$ cat src/rtl/fifo_cdc_pkg.sv
// Shared constants and helpers for the CDC FIFO pointer controllers.
// Both clock-domain instances use this package.
package fifo_cdc_pkg;

  localparam int MODE_WR         = 0;
  localparam int MODE_RD         = 1;
  localparam int SYNC_STAGES_DEF = 2;

  // The extra MSB is the wrap (phase) bit that tells full apart from empty.
  function automatic int ptr_width(input int addr_width);
    return addr_width + 1;
  endfunction

endpackage

$ cat src/rtl/bin_to_gray.sv
// Binary to reflected-Gray converter, purely combinational.
module bin_to_gray #(
  parameter int WIDTH = 4
) (
  input  logic [WIDTH-1:0] bin_i,
  output logic [WIDTH-1:0] gray_o
);

  assign gray_o = bin_i ^ (bin_i >> 1);

endmodule

$ cat src/rtl/gray_to_bin.sv
// Gray to binary decoder: each binary bit is the XOR of all Gray bits
// from the MSB down to that position.
module gray_to_bin #(
  parameter int WIDTH = 4
) (
  input  logic [WIDTH-1:0] gray_i,
  output logic [WIDTH-1:0] bin_o
);

  for (genvar i = 0; i < WIDTH; i++) begin : g_bit
    assign bin_o[i] = ^gray_i[WIDTH-1:i];
  end

endmodule

$ cat src/rtl/gray_ptr_ctrl.sv
// One side of a dual-clock FIFO: local binary/Gray pointer, remote pointer
// synchroniser, occupancy level and a full (write) or empty (read) flag.
module gray_ptr_ctrl
  import fifo_cdc_pkg::*;
#(
  parameter int ADDR_WIDTH  = 4,
  parameter int SYNC_STAGES = SYNC_STAGES_DEF,
  parameter int MODE        = MODE_WR
) (
  input  logic                  clk,
  input  logic                  rst_n,
  input  logic                  inc,
  input  logic [ADDR_WIDTH:0]   remote_gray,
  output logic [ADDR_WIDTH-1:0] addr,
  output logic [ADDR_WIDTH:0]   ptr_bin,
  output logic [ADDR_WIDTH:0]   ptr_gray,
  output logic [ADDR_WIDTH:0]   remote_bin,
  output logic [ADDR_WIDTH:0]   level,
  output logic                  flag,
  output logic                  err
);

  localparam int   PW       = ptr_width(ADDR_WIDTH);
  localparam logic FLAG_RST = (MODE == MODE_RD) ? 1'b1 : 1'b0;

  logic [PW-1:0] ptr_bin_q, ptr_bin_d;
  logic [PW-1:0] ptr_gray_q, ptr_gray_d;
  logic [PW-1:0] level_q, level_d;
  logic          flag_q, flag_d;
  logic          err_q, err_d;
  logic [PW-1:0] sync_q [SYNC_STAGES];
  logic [PW-1:0] rsync;
  logic          acc;

  assign acc       = inc & ~flag_q;
  assign ptr_bin_d = acc ? ptr_bin_q + PW'(1) : ptr_bin_q;
  assign err_d     = inc & flag_q;
  assign rsync     = sync_q[SYNC_STAGES-1];

  bin_to_gray #(.WIDTH(PW)) u_b2g (
    .bin_i  (ptr_bin_d),
    .gray_o (ptr_gray_d)
  );

  gray_to_bin #(.WIDTH(PW)) u_g2b (
    .gray_i (rsync),
    .bin_o  (remote_bin)
  );

  // Flag and level look at the next-state pointer so the flag rises on the
  // same edge the pointer lands on full/empty; the remote side is always stale.
  if (MODE == MODE_WR) begin : g_wr
    logic [PW-1:0] full_cmp;
    if (PW == 2) begin : g_pw2
      assign full_cmp = ~rsync;
    end else begin : g_pwn
      assign full_cmp = {~rsync[PW-1:PW-2], rsync[PW-3:0]};
    end
    assign flag_d  = (ptr_gray_d == full_cmp);
    assign level_d = ptr_bin_d - remote_bin;
  end else begin : g_rd
    assign flag_d  = (ptr_gray_d == rsync);
    assign level_d = remote_bin - ptr_bin_d;
  end

  always_ff @(posedge clk or negedge rst_n) begin
    if (!rst_n) begin
      for (int i = 0; i < SYNC_STAGES; i++) sync_q[i] <= '0;
    end else begin
      sync_q[0] <= remote_gray;
      for (int i = 1; i < SYNC_STAGES; i++) sync_q[i] <= sync_q[i-1];
    end
  end

  always_ff @(posedge clk or negedge rst_n) begin
    if (!rst_n) begin
      ptr_bin_q  <= '0;
      ptr_gray_q <= '0;
      level_q    <= '0;
      flag_q     <= FLAG_RST;
      err_q      <= 1'b0;
    end else begin
      ptr_bin_q  <= ptr_bin_d;
      ptr_gray_q <= ptr_gray_d;
      level_q    <= level_d;
      flag_q     <= flag_d;
      err_q      <= err_d;
    end
  end

  assign addr     = ptr_bin_q[ADDR_WIDTH-1:0];
  assign ptr_bin  = ptr_bin_q;
  assign ptr_gray = ptr_gray_q;
  assign level    = level_q;
  assign flag     = flag_q;
  assign err      = err_q;

endmodule

$ cat config.mk
export PLATFORM = sky130hd
export DESIGN_NAME = gray_ptr_ctrl
export DESIGN_NICKNAME = d
export VERILOG_FILES = /design/src/rtl/fifo_cdc_pkg.sv /design/src/rtl/bin_to_gray.sv /design/src/rtl/gray_to_bin.sv /design/src/rtl/gray_ptr_ctrl.sv
export SDC_FILE = /design/constraint.sdc
export NUM_CORES = 1
export LEC_CHECK = 0
export BUFFER_PORTS_ARGS = -buffer_cell sky130_fd_sc_hd__buf_4
export CAP_MARGIN = 40
export CORE_MARGIN = 4
export CORE_UTILIZATION = 43
export DETAILED_ROUTE_END_ITERATION = 7
export HOLD_SLACK_MARGIN = 0.08
export PLACE_DENSITY = 0.67
export SLEW_MARGIN = 20
export SYNTH_ARGS = -nofsm -noshare
export SYNTH_HDL_FRONTEND = slang
export SYNTH_SLANG_ARGS = --single-unit
$ cat constraint.sdc
create_clock -name clk -period 2.6 [get_ports clk]
set_input_delay 0.13 -clock clk [delete_from_list [all_inputs] [get_ports clk]]
set_output_delay 0.13 -clock clk [all_outputs]
set_load 0.005 [all_outputs]
==> reports/summary.md <==
The endpoint identified for the worst register-to-register timing path is level[4]. For the die area, the log shows 4037 um2. Once placement finished, the instance area stood at 1569 um2.

Entering global routing, the biggest net connects 27 pins. The via total after detailed routing came out at 895. Registers take 651.9 um2. The count of placed standard cells in the final layout, fillers left out came out at 180.

The critical path ends at level[4]. In this run the worst path has a maximum fanout of 4. TritonCTS built the clock tree. The number of DRC markers after the initial detailed-route iteration is 13. Compared with the post-synthesis result, the final layout area differs by 29.24%. Counting the buffers created by CTS gives 3. In this run the tightest slew margin relative to its limit is 72.87%.

The synthesized netlist contains 32 unique library cells. In this run the register-to-register setup slack is 160 ps. Once the floorplan was initialized, standard cells occupied 46.49% of the core. The kind of critical path is reg -> reg. Setup violations remaining at the end of the flow were counted as 0. The number of antenna violations at the first check in global routing is 0, and the combined area of all synthesized cells is 1326 um2. The share of the clock period used by the worst path after layout works out to 93.84%. The transition time at the pin with the least slew margin is 395.7 ps. Startpoint class of the critical path: a flop. In this design, the critical path's most frequently occurring cell is xnor2_2.

The worst setup path is captured at a flop. For this run, the register share of the synthesized area comes to 49.06%. The average instance area after synthesis is 12.28 um2.

The final instance area is 1714 um2, and the critical path depth is 11. The tools report the start point of the critical path as rsync[4]. Broken down by cell family, the worst path's largest delay share belongs to XOR/XNOR gates.

The stage delay of the slowest cell on the critical path works out to 440 ps. For the number of global-route vias before repair, the log shows 956. The tools report the clock root buffer master as clkbuf_4.

After filler insertion, the fill cell instance count of the layout stands at 231. IR analysis of the VDD net gives a maximum drop of 0.0005457 V. The Yosys step of the flow raised 0 warnings. The slowest stage of the critical path belongs to the cell dfrtp_2. After detailed routing, the average wire length per cell comes to 13.63 um.

Achievable clock frequency: 409.9 MHz. The worst path needs 2440 ps of the cycle, external delays included. The average vias per placed instance was 4.972; the required arrival time at the worst endpoint was 2810 ps. Count of buffer and inverter cells on the critical path: 1. The number of antenna diodes in the final layout is 0. The number of remaining DRC errors was 0.

The net total in the final layout came out at 164. On the final layout, the worst clock skew is 1.818 ps. The final layout contains routed wiring with a total length of 2453 um. The number of max-capacitance violations reported is 0. Setup repair after global routing left no endpoint under its margin. In the final layout, the share of cells above drive strength 1 is 38.26%.

In this run the tool buffered the top-level ports with 33 buffer cells. The run gives 108 as the synthesized instance count. At the end of routability-driven placement, the weighted congestion stood at 0.7646.

CTS saw 26 sinks. Post-DP HPWL: 1819 um. In this run the standard cell core region covers 2853 um2. The path class of the tightest hold or removal check is in -> async.

The worst register-to-register path begins at rsync[4]. Summed over all cells, the static leakage comes to 0.0008282 uW. Walking the worst path, the cells encountered are xnor2_2 > inv_2 > xnor2_4 > xor2_2 > xnor2_2 > ha_1 > fa_2 > nor2_1 > a22o_1 > nor3_2 > xor2_1. Pin placement for this block handled 34 I/O pins.

For the worst-skew pair, the clock arrives at the later sink with an insertion delay of 310 ps. The clock-pin slew on the worst setup and hold paths came out at 130 ps. The post-synthesis sequential element count was 26; the die outline height was 63.54 um.

For the setup slack after layout, the log shows 160.2 ps. Net count after synthesis: 121. Across every metal layer, demand over resource in global routing totals 13.54%. The critical path arrival is 2650 ps. The width of the die works out to 63.54 um.

The total count of max-transition violations in the final report was 0; the global-route wire length before repair was 4298 um. Global routing finished with a remaining overflow of 0. The count of final hold-check violations is 0. The number of placed instances, taps included, is 166.

At the placement stage, the worst setup path has a slack of -76.23 ps. For the worst flop-to-flop path, the logic depth is 11. Dividing total power by cell area gives a power density of 1219 nW/um2.

The run gives 0 as the number of nets still failing antenna checks after routing. The H-tree depth came out at 1. The run finished with clean final reports.

The longest clock path from root to sink contains 2 buffers. In this run the core area contains 19 standard-cell rows. In the final layout, the multi-input gates occupy 593.1 um2. The first TritonRoute pass finished after 4 iterations.
[synth_stat cells]
cell type / count / share of area [%]
dfrtp_1: 26 / 49
xnor2_1: 16 / 11
buf_4: 7 / 4.0
inv_1: 7 / 2.0
nand2_1: 6 / 1.7
xor2_1: 6 / 4.0
a21oi_1: 4 / 1.5
ha_1: 4 / 3.8
mux2i_1: 4 / 3.0
nor2_1: 3 / 0.85
buf_2: 2 / 0.75
o21ai_1: 2 / 0.75
xnor2_2: 2 / 2.5
a211oi_2: 1 / 0.94
a22o_1: 1 / 0.66
a2bb2oi_1: 1 / 0.66
and2_1: 1 / 0.47
and4b_1: 1 / 0.75
buf_6: 1 / 0.85
fa_1: 1 / 1.5
inv_2: 1 / 0.28
nand2b_1: 1 / 0.47
nand3b_1: 1 / 0.57
nand3b_2: 1 / 0.85
nor2b_1: 1 / 0.47
nor3_2: 1 / 0.75
nor4b_2: 1 / 1.1
o211ai_1: 1 / 0.57
o22ai_2: 1 / 0.94
or3_4: 1 / 0.85
xnor3_1: 1 / 1.7
xor2_2: 1 / 1.2
[layer usage]
layer  wire length (um)  share of wire [%]  track usage [%]  vias to the layer above
met3                120                4.9            2.487                        4
li1                   -                  -                -                      427
met5                  0                  0                0                        -
met1               1014                 41            14.80                      437
met4                 31                1.3            6.199                        0
met2               1287                 52            25.03                       27
[kinds of logic (layout without fill, tap and decap cells)]
group           after synthesis  count (layout)  share of synthesized area [%]
mux                           4               4                          3.019
buf+inv                      18              59                          7.830
xor+xnor                     26              26                          19.91
flops                        26              26                          49.06
fa+ha+maj                     5               5                          5.283
simple gates                 18              18                          8.868
compound gates               11              11                          6.038
[through the flow]
| stage | hold WS [ps] | total power [uW] | setup TNS [ps] | utilization [%] |
|---|---|---|---|---|
| 2_1_floorplan | -165.6 | 1532 | 0 | - |
| 3_3_place_gp | 51.69 | 1891 | 0 | 55.00 |
| 3_5_place_dp | 57.12 | 1907 | -76.23 | 55.00 |
| 4_1_cts | 244.2 | 2096 | 0 | 58.77 |
| 5_1_grt | 257.5 | 2281 | 0 | 60.09 |
| 6_report | 241.1 | 2090 | 0 | 60.09 |
[registers in the layout (all words and copies together), names as in the netlist]
signal / cells
rsync: 5
level: 5
sync_q: 5
flag: 1
err: 1
ptr_bin: 5
ptr_gray: 4
[power breakdown]
| part | switching, uW | internal [uW] | total [uW] |
|---|---|---|---|
| Sequential | 108 | 546 | 654 |
| Combinational | 587 | 685 | 1270 |
| Clock | 111 | 54.2 | 165 |
| Total | 806 | 1280 | 2090 |
[placed cells by master (no fill, tap or decap), drive strengths merged, types with 4 or more instances in the layout]
cell type    Yosys  routed
nand2            6       6
mux2i            4       4
xor2             7       7
dfrtp           26      26
inv              8       8
dlygate4sd3      0       7
xnor2           18      18
buf             10      41
ha               4       4
a21oi            4       4
[worst min path at each step]
stage | cells after the start | end | slack, ps
after floorplan | 0 | err | -170
after detailed placement | 1 | level[1] | 60
after CTS | 2 | level[3] | 240
after global routing | 2 | level[3] | 260
after global placement | 1 | ptr_bin[1] | 50
final | 2 | ptr_gray[0] | 240
[timing repair]
action	CTS	global route
gates cloned	0	0
setup endpoints to repair	1	1
pin swaps	2	2
hold buffers	7	0
endpoints found under the hold margin	32	0
buffers inserted	2	2
resized for setup	0	4
[worst register-to-register path, delay by kind of cell (launching register included)]
| kind | cells | cell delay, ps |
|---|---|---|
| buffers and inverters | 1 | 110 |
| flip-flops | 1 | 440 |
| XOR/XNOR | 5 | 860 |
| adder cells (fa/ha/maj) | 2 | 590 |
| AND/OR/NAND/NOR | 2 | 180 |
| AO/OA/AOI/OAI | 1 | 150 |
[cell type report]
type / count / share of cell area (%)
clock buffer: 3 / 1.314
tap: 31 / 2.263
sequential: 26 / 38.03
timing repair buffer: 48 / 22.04
multi-input combinational: 64 / 34.60
inverter: 8 / 1.752
No activity file was read; power rests on OpenSTA's default activity.
